## src/rtl/keypad_debouncer.sv

```systemverilog
// ---------------------------------------------------------------------------
// keypad_debouncer
//
// Purpose:
//   Sits between the keypad column scanner and the digit-history / display
//   logic. It synchronises the raw keypad row lines, detects a press on the
//   column currently being driven, and debounces both press and release. It
//   emits a 4-bit key code together with a one-cycle valid strobe. While a key
//   is down it raises button_pressed so the scanner holds its column.
//
// Ports:
//   clk             in   1  system clock
//   reset           in   1  asynchronous, active-high reset
//   rows_async      in   4  raw keypad rows, active-high, not synchronised
//   col_keys        in   4  one-hot column currently driven by the scanner
//   button_pressed  out  1  high in DEBOUNCE, HELD and RELEASE states
//   key_code        out  4  code of the last accepted key, held until the next
//   key_valid       out  1  one-cycle strobe in the cycle key_code updates
//
// Output strobe semantics:
//   key_valid has no back-pressure. It is high for exactly one clk cycle, and
//   key_code already carries the new value in that cycle. The consumer must
//   sample key_code whenever key_valid is high.
//
// Parameters:
//   DEBOUNCE_CYCLES  stable cycles required for press and for release (>=2)
//   CNT_W            debounce counter width; must hold DEBOUNCE_CYCLES-1
// ---------------------------------------------------------------------------
module keypad_debouncer #(
  parameter int unsigned DEBOUNCE_CYCLES = 50000,
  parameter int unsigned CNT_W           = 16
) (
  input  logic       clk,
  input  logic       reset,
  input  logic [3:0] rows_async,
  input  logic [3:0] col_keys,
  output logic       button_pressed,
  output logic [3:0] key_code,
  output logic       key_valid
);

  // Terminal count of the debounce counter. The counter is cleared on every
  // state entry and never counts past this value, so it cannot wrap.
  localparam logic [CNT_W-1:0] CNT_MAX = CNT_W'(DEBOUNCE_CYCLES - 1);
  localparam logic [CNT_W-1:0] CNT_ONE = CNT_W'(1);

  typedef enum logic [1:0] {
    IDLE     = 2'd0,
    DEBOUNCE = 2'd1,
    HELD     = 2'd2,
    RELEASE  = 2'd3
  } state_t;

  // -------------------------------------------------------------------------
  // Registered state
  // -------------------------------------------------------------------------
  state_t           state;
  logic [CNT_W-1:0] cnt;
  logic [1:0]       row_lat;   // index of the row being debounced
  logic [3:0]       col_lat;   // one-hot column captured at press time
  logic [3:0]       sync_q1;   // first synchroniser stage
  logic [3:0]       row_sync;  // second synchroniser stage, seen by the FSM

  // -------------------------------------------------------------------------
  // Next-state signals
  // -------------------------------------------------------------------------
  state_t           state_next;
  logic [CNT_W-1:0] cnt_next;
  logic [1:0]       row_lat_next;
  logic [3:0]       col_lat_next;
  logic [3:0]       key_code_next;
  logic             key_valid_next;

  // -------------------------------------------------------------------------
  // Helper decodes
  // -------------------------------------------------------------------------
  logic       col_one_hot;
  logic [1:0] row_first;
  logic [1:0] col_idx;
  logic       row_hit;
  logic       cnt_done;
  logic [3:0] decoded;

  // Two-flop synchroniser for the asynchronous row lines.
  always_ff @(posedge clk or posedge reset) begin
    if (reset) begin
      sync_q1  <= 4'b0000;
      row_sync <= 4'b0000;
    end else begin
      sync_q1  <= rows_async;
      row_sync <= sync_q1;
    end
  end

  // A column vector is one-hot when it is non-zero and clearing its lowest set
  // bit leaves zero.
  assign col_one_hot = (col_keys != 4'b0000) &&
                       ((col_keys & (col_keys - 4'd1)) == 4'b0000);

  // When several rows are active at once, the lowest row index wins.
  always_comb begin
    row_first = 2'd0;
    if (row_sync[0])      row_first = 2'd0;
    else if (row_sync[1]) row_first = 2'd1;
    else if (row_sync[2]) row_first = 2'd2;
    else if (row_sync[3]) row_first = 2'd3;
  end

  // col_lat is one-hot by construction, so a simple encoder is enough.
  always_comb begin
    col_idx = 2'd0;
    if (col_lat[0])      col_idx = 2'd0;
    else if (col_lat[1]) col_idx = 2'd1;
    else if (col_lat[2]) col_idx = 2'd2;
    else if (col_lat[3]) col_idx = 2'd3;
  end

  // After the press is latched, only the latched row bit matters.
  assign row_hit  = row_sync[row_lat];
  assign cnt_done = (cnt == CNT_MAX);

  // Keypad legend: row0 = 1 2 3 A, row1 = 4 5 6 B, row2 = 7 8 9 C,
  // row3 = E 0 F D (columns 0..3).
  always_comb begin
    decoded = 4'h0;
    case ({row_lat, col_idx})
      4'b00_00: decoded = 4'h1;
      4'b00_01: decoded = 4'h2;
      4'b00_10: decoded = 4'h3;
      4'b00_11: decoded = 4'hA;
      4'b01_00: decoded = 4'h4;
      4'b01_01: decoded = 4'h5;
      4'b01_10: decoded = 4'h6;
      4'b01_11: decoded = 4'hB;
      4'b10_00: decoded = 4'h7;
      4'b10_01: decoded = 4'h8;
      4'b10_10: decoded = 4'h9;
      4'b10_11: decoded = 4'hC;
      4'b11_00: decoded = 4'hE;
      4'b11_01: decoded = 4'h0;
      4'b11_10: decoded = 4'hF;
      4'b11_11: decoded = 4'hD;
      default:  decoded = 4'h0;
    endcase
  end

  // -------------------------------------------------------------------------
  // FSM state and datapath registers
  // -------------------------------------------------------------------------
  always_ff @(posedge clk or posedge reset) begin
    if (reset) begin
      state     <= IDLE;
      cnt       <= '0;
      row_lat   <= 2'd0;
      col_lat   <= 4'b0000;
      key_code  <= 4'h0;
      key_valid <= 1'b0;
    end else begin
      state     <= state_next;
      cnt       <= cnt_next;
      row_lat   <= row_lat_next;
      col_lat   <= col_lat_next;
      key_code  <= key_code_next;
      key_valid <= key_valid_next;
    end
  end

  // -------------------------------------------------------------------------
  // FSM next-state logic
  // -------------------------------------------------------------------------
  always_comb begin
    state_next     = state;
    cnt_next       = cnt;
    row_lat_next   = row_lat;
    col_lat_next   = col_lat;
    key_code_next  = key_code;
    key_valid_next = 1'b0;

    case (state)
      IDLE: begin
        // Ignore rows unless the scanner is driving exactly one column;
        // otherwise the key position would be ambiguous.
        if ((row_sync != 4'b0000) && col_one_hot) begin
          row_lat_next = row_first;
          col_lat_next = col_keys;
          cnt_next     = '0;
          state_next   = DEBOUNCE;
        end
      end

      DEBOUNCE: begin
        if (!row_hit) begin
          // The row dropped before it was stable long enough: treat it as a
          // glitch and report nothing.
          cnt_next   = '0;
          state_next = IDLE;
        end else if (cnt_done) begin
          cnt_next       = '0;
          state_next     = HELD;
          key_code_next  = decoded;
          key_valid_next = 1'b1;
        end else begin
          cnt_next = cnt + CNT_ONE;
        end
      end

      HELD: begin
        // No auto-repeat: stay here quietly while the key is held down.
        if (!row_hit) begin
          cnt_next   = '0;
          state_next = RELEASE;
        end
      end

      RELEASE: begin
        if (row_hit) begin
          // Contact bounce during release. Go back to HELD without
          // re-announcing the key.
          cnt_next   = '0;
          state_next = HELD;
        end else if (cnt_done) begin
          cnt_next   = '0;
          state_next = IDLE;
        end else begin
          cnt_next = cnt + CNT_ONE;
        end
      end

      default: begin
        cnt_next   = '0;
        state_next = IDLE;
      end
    endcase
  end

  // Decoded straight from the registered state, so reset clears it at once.
  assign button_pressed = (state != IDLE);

endmodule

```

## config.mk

```make
export PLATFORM = sky130hd
export DESIGN_NAME = keypad_debouncer
export DESIGN_NICKNAME = d
export VERILOG_FILES = /design/src/rtl/keypad_debouncer.sv
export SDC_FILE = /design/constraint.sdc
export NUM_CORES = 1
export LEC_CHECK = 0
export BUFFER_PORTS_ARGS = -buffer_cell sky130_fd_sc_hd__buf_2
export CAP_MARGIN = 20
export CELL_PAD_IN_SITES_DETAIL_PLACEMENT = 1
export CELL_PAD_IN_SITES_GLOBAL_PLACEMENT = 1
export CORE_MARGIN = 2
export CORE_UTILIZATION = 42
export DETAILED_ROUTE_END_ITERATION = 8
export GPL_ROUTABILITY_DRIVEN = 0
export PLACE_DENSITY = 0.79
export SLEW_MARGIN = 25
export SYNTH_ARGS = -nofsm -noshare
export SYNTH_HDL_FRONTEND = slang
export SYNTH_SLANG_ARGS = --single-unit
```

## constraint.sdc

```tcl
create_clock -name clk -period 2.2 [get_ports clk]
set_input_delay 0.33 -clock clk [delete_from_list [all_inputs] [get_ports clk]]
set_output_delay 0.33 -clock clk [all_outputs]
set_load 0.03 [all_outputs]
```

# Word-level counts from Yosys, hierarchy flattened
# Memory sizes are Yosys's and may differ from the RTL's. A register that Yosys moved wholly into a read port is not among the register bits.
# Cells that the tools add are included.
# word_totals
register_bits,33
mem_bits_ro,64
input_bits,10
output_inout_bits,6
elab_cells,57
memories,1
# memory_table
name,depth,word_bits,rd,rd_clocked_by_memory_dff,wr,line_no,text
(name not given),16,4,1,1,0,126,"case ({row_lat, col_idx})"
# classes
add_sub_neg,2
order_cmp,1
eq_ne,8
muxes,26
bitwise_logic,1
reduce_logical,11
# ops
operator,n
$mux W16,5
$pmux W16 S4,1
$mux W2,14
$add A16 B1 Y16 const B,1
$eq A16 B16 Y1 const B,1
$pmux W2 S4,1
$reduce_bool A4 Y1,2
$ne A3 B3 Y1 const B,2
$and A4 B4 Y4,1
$eq A2 B2 Y1 const B,2
$logic_not A4 Y1,1
$mux W1,4
$ne A2 B2 Y1 const B,2
$reduce_and A2 Y1,2
$reduce_and A4 Y1,1
$sub A4 B1 Y4 const B,1
$lt A2 B3 Y1 const B,1
$reduce_and A3 Y1,1
$bmux W1 S2,1
$eq A2 B1 Y1 const B,1
$logic_and A1 B1 Y1,2
$logic_not A2 Y1,1
$reduce_bool A2 Y1,1

# Depth between registers and ports, before layout
# logic_depth
depth_word,7
depth_mapped,8
mapped_depth_nobuf,8

# Worst setup path after synthesis
# No wires, ideal clock.
# synth_path
path_kind,flip-flop to flip-flop
from,register cnt[11]
to,register key_code[0]
setup_ps,125
arrival_time_ps,2195
t_required_ps,2075
slack_ps,-120
stages_incl_launch_ff,7
path_buffers,1
synth_period_minus_slack_ps,2320
cell_sequence,dfrtp_1 > nor4_1 > nand3_1 > or4_4 > or4_1 > buf_2 > mux2_4
# synth_between
elab_chain_cells,2
# synth_lines
element,line_no,text
from (decl),58,logic [CNT_W-1:0] cnt;
from (signal assigned),160,cnt <= cnt_next;
$eq A16 B16 Y1,120,assign cnt_done = (cnt == CNT_MAX);
$reduce_and A3 Y1 (no line),-,
to (decl),38,"output logic [3:0] key_code,"
# No other way between the ends.
# A chain may end at the register's enable or synchronous reset.

# Final worst setup path
# layout_path
from,register cnt[11]
to,register key_code[1]
# Same word-level chain as after synthesis.

==> results.py <==
metrics = {
    "status": {
        "status": "complete, but fails checks",
        "violations": "negative setup slack",
    },
    "layout": {
        "area_growth_pct": 22.7,
        "diodes": 0,
        "drive_above_1_share_pct": 26.7,
        "fin_nets": 257,
    },
    "synthesis": {
        "synth_warnings": 0,
        "synth_top_area_share_pct": 46.7,
        "synth_edf_count": 0,
        "ys_async_sr_fraction_pct": 100,
        "synthCells": 200,
        "ys_types": 41,
        "synth_most_common_cell": "dfrtp_1",
        "synth_top_cell_by_area": "dfrtp_1",
        "synth_common_cells": "37 x dfrtp_1, 19 x nand3_1, 17 x nand2_1",
        "synth.avg_cell_area_um2": 9.90,
        "synth_nets": 215,
        "ys_ff_latch": 37,
        "ys_top_cells_by_area": "dfrtp_1 47%, nand3_1 4.8%, nand2_1 3.2%",
        "synth_ff_type": "dfrtp_1",
        "netlist_area_mm2": 0.00198,
        "seq_area_frac_synth_pct": 46.7,
    },
    "global_routing": {
        "gr-total-overflow": 0,
        "track_usage_pct": 20.9,
        "antenna_found_initial": 0,
        "grt_pass1_wl_mm": 8.39,
        "grt_max_degree": 38,
        "first_global_vias": 1737,
    },
    "routing": {
        "drc": 0,
        "vias": 1706,
        "ant_nets": 0,
        "wire_per_inst_um": 16.8,
        "wl_mm": 4.97,
        "viasPerCell": 5.78,
        "drt-initial-drc-count": 77,
        "drt-pass1-iter-count": 4,
    },
    "die": {
        "initial_core_util_pct": 44.6,
        "row_count": 24,
        "fp.dieH_um": 72.7,
        "io_pins": 16,
        "die-width_um": 72.7,
        "coreArea_mm2": 0.00444,
        "die-area_mm2": 0.00528,
    },
    "power": {
        "vdd_drop_max_v": 0.000524,
        "power_density_mw_per_mm2": 937,
        "p_comb_share_pct": 34.7,
        "p_int_uw": 1490,
        "p_total_uw": 2280,
        "p_leak_uw": 0.00112,
        "pwr-share-clk_pct": 27.1,
        "switching_share_pct": 34.8,
        "p_sw_uw": 792,
        "p_seq_share_pct": 38.2,
    },
    "worst_setup_path": {
        "r2r_cells": 5,
        "critical_path_buf_inv_count": 0,
        "cp.arrival_ns": 2.48,
        "end_kind": "flip-flop",
        "cp_top_family": "simple AND/OR/NAND/NOR gates",
        "crit_top_cell": "or4_4",
        "start_kind": "flip-flop",
        "crit_type": "reg2reg",
        "cp.depth": 5,
        "worstPathRequired_ns": 2.38,
        "regToRegStartpoint": "cnt[11]$_DFFE_PP0P_",
        "crit_start": "cnt[11]$_DFFE_PP0P_",
        "crit_path_max_incr_delay_ns": 0.55,
        "worst-path-max-fanout": 4,
        "slowest_stage": "or4_4",
        "path_cells": "nor4_2 > nand3_1 > or4_4 > or4_4 > mux2_4",
    },
    "timing": {
        "fin_crit_sh_pct": 104,
        "final_max_slew_viol_count": 0,
        "slew_headroom_pct": 65.1,
        "rsz0062_at_grt": "true",
        "setup-tns-final_ns": -0.387,
        "period_needed_ns": 2.30,
        "fin_skew_ns": 0.00431,
        "tightest_slew_ns": 0.519,
        "setup_viol_count_final": 4,
        "whs_ns": 0.138,
        "max_freq_mhz": 435,
        "layout_setup_ws_ns": -0.0986,
        "hold_viol": 0,
    },
    "clock_network": {
        "cts_sinks": 37,
        "cts.htree.levels": 2,
        "clock-root-buffer": "clkbuf_8",
        "path_clk_slew_ns": 0.08,
        "cts_buffer_depth": 2,
        "cts_buffers": 5,
        "insertion_delay_ns": 0.29,
        "hold_buffers": 0,
        "cts_tree": "done",
    },
    "placement": {
        "pre_cts_ws_ns": -0.126,
        "io_buffer_count": 15,
        "dp_hpwl_mm": 3.64,
    },
    "job": {
        "maxCapViolCount": 0,
    },
    "min_path": {
        "min-delay-path-class": "in2async",
    },
}
==> worst paths after layout <==
check	to	slack [ns]
max in group asynchronous	cnt[12]$_DFFE_PP0P_	1.73
worst max-delay path	key_code[1]$_DFFE_PP0P_	-0.1
worst max register to register	key_code[1]$_DFFE_PP0P_	-0.1
min in group clk	sync_q1[1]$_DFF_PP0_	0.14
worst min register to register	row_sync[0]$_DFF_PP0_	0.35
worst min-delay path	cnt[10]$_DFFE_PP0P_	0.14
==> kinds of logic after synthesis <==
logic type / after synthesis / share of synthesized area, %
mux: 16 / 10.3
fa+ha+maj: 5 / 3.16
flops: 37 / 46.7
compound gates: 39 / 13.1
xor+xnor: 4 / 1.77
simple gates: 81 / 21.5
buf+inv: 18 / 3.47
==> final cells by class <==
class | count | area (µm²)
inverters | 10 | 37.5
fillers | 506 | 2010
clock inverters | 2 | 37.5
flip-flops and latches | 37 | 926
clock buffers | 6 | 82.6
multi-input cells | 145 | 996
repair buffers | 43 | 285
well taps | 52 | 65.1
==> metrics by stage <==
stage	instance area (µm²)	util (%)	cells
6_report	2430	54.7	295
5_1_grt	2430	54.7	295
3_3_place_gp	2300	51.7	286
4_1_cts	2430	54.7	295
3_5_place_dp	2300	51.7	286
2_1_floorplan	1990	-	200
==> flip-flops by register name, indices dropped and copies added (netlist names), named ones only <==
name / flops
key_valid: 1
col_lat: 4
row_sync: 4
key_code: 4
sync_q1: 4
row_lat: 2
state: 1
cnt: 16
==> power by group through the flow <==
stage	combinational (µW)	sequential, µW	clock (µW)
floorplan	550	843	0
global placement	758	877	0
detailed placement	795	884	0
CTS	803	871	633
global route	872	887	668
finish	791	870	616
==> worst register-to-register path, delay by kind of cell (launching register included) <==
family        cells  cell delay (ns)
flops             1             0.39
simple gates      4             1.49
mux               1             0.32
==> cell usage in the layout, fill, tap and decap left out, types with 2 or more instances in the layout <==
cell type  count
nand3_1       19
mux2_2         5
mux2i_1        2
nor4_1         4
a21oi_1        4
nand3b_1       2
nor3_1         5
a41oi_1        2
and2_1         2
clkbuf_8       6
inv_1         10
nand2b_1       4
nand2_1       17
nor2_1        12
dfrtp_1       37
and4_1         2
o21ai_1        4
o21ai_0        4
buf_2         15
ha_1           5
and3_1         3
buf_4         28
a22o_1         2
o211ai_1       8
xnor2_1        3
mux2_4         4
or4_4          2
a221o_1        2
mux2_1         4
nand4_1        2
nand4b_1       2
a31oi_1       10
==> timing repair <==
action / in CTS / in global routing
pin swaps: 0 / 0
resized for setup: 1 / 0
endpoints found under the setup margin: 6 / 7
gates cloned: 0 / 0
setup buffers: 1 / 0
==> metal layers <==
layer,GRT usage [%],part of all wire [%]
met5,0,0
met4,8.02,1.8
met3,4.28,3.8
met2,34.5,49
met1,27.0,45
No activity file was read; power rests on OpenSTA's default activity.
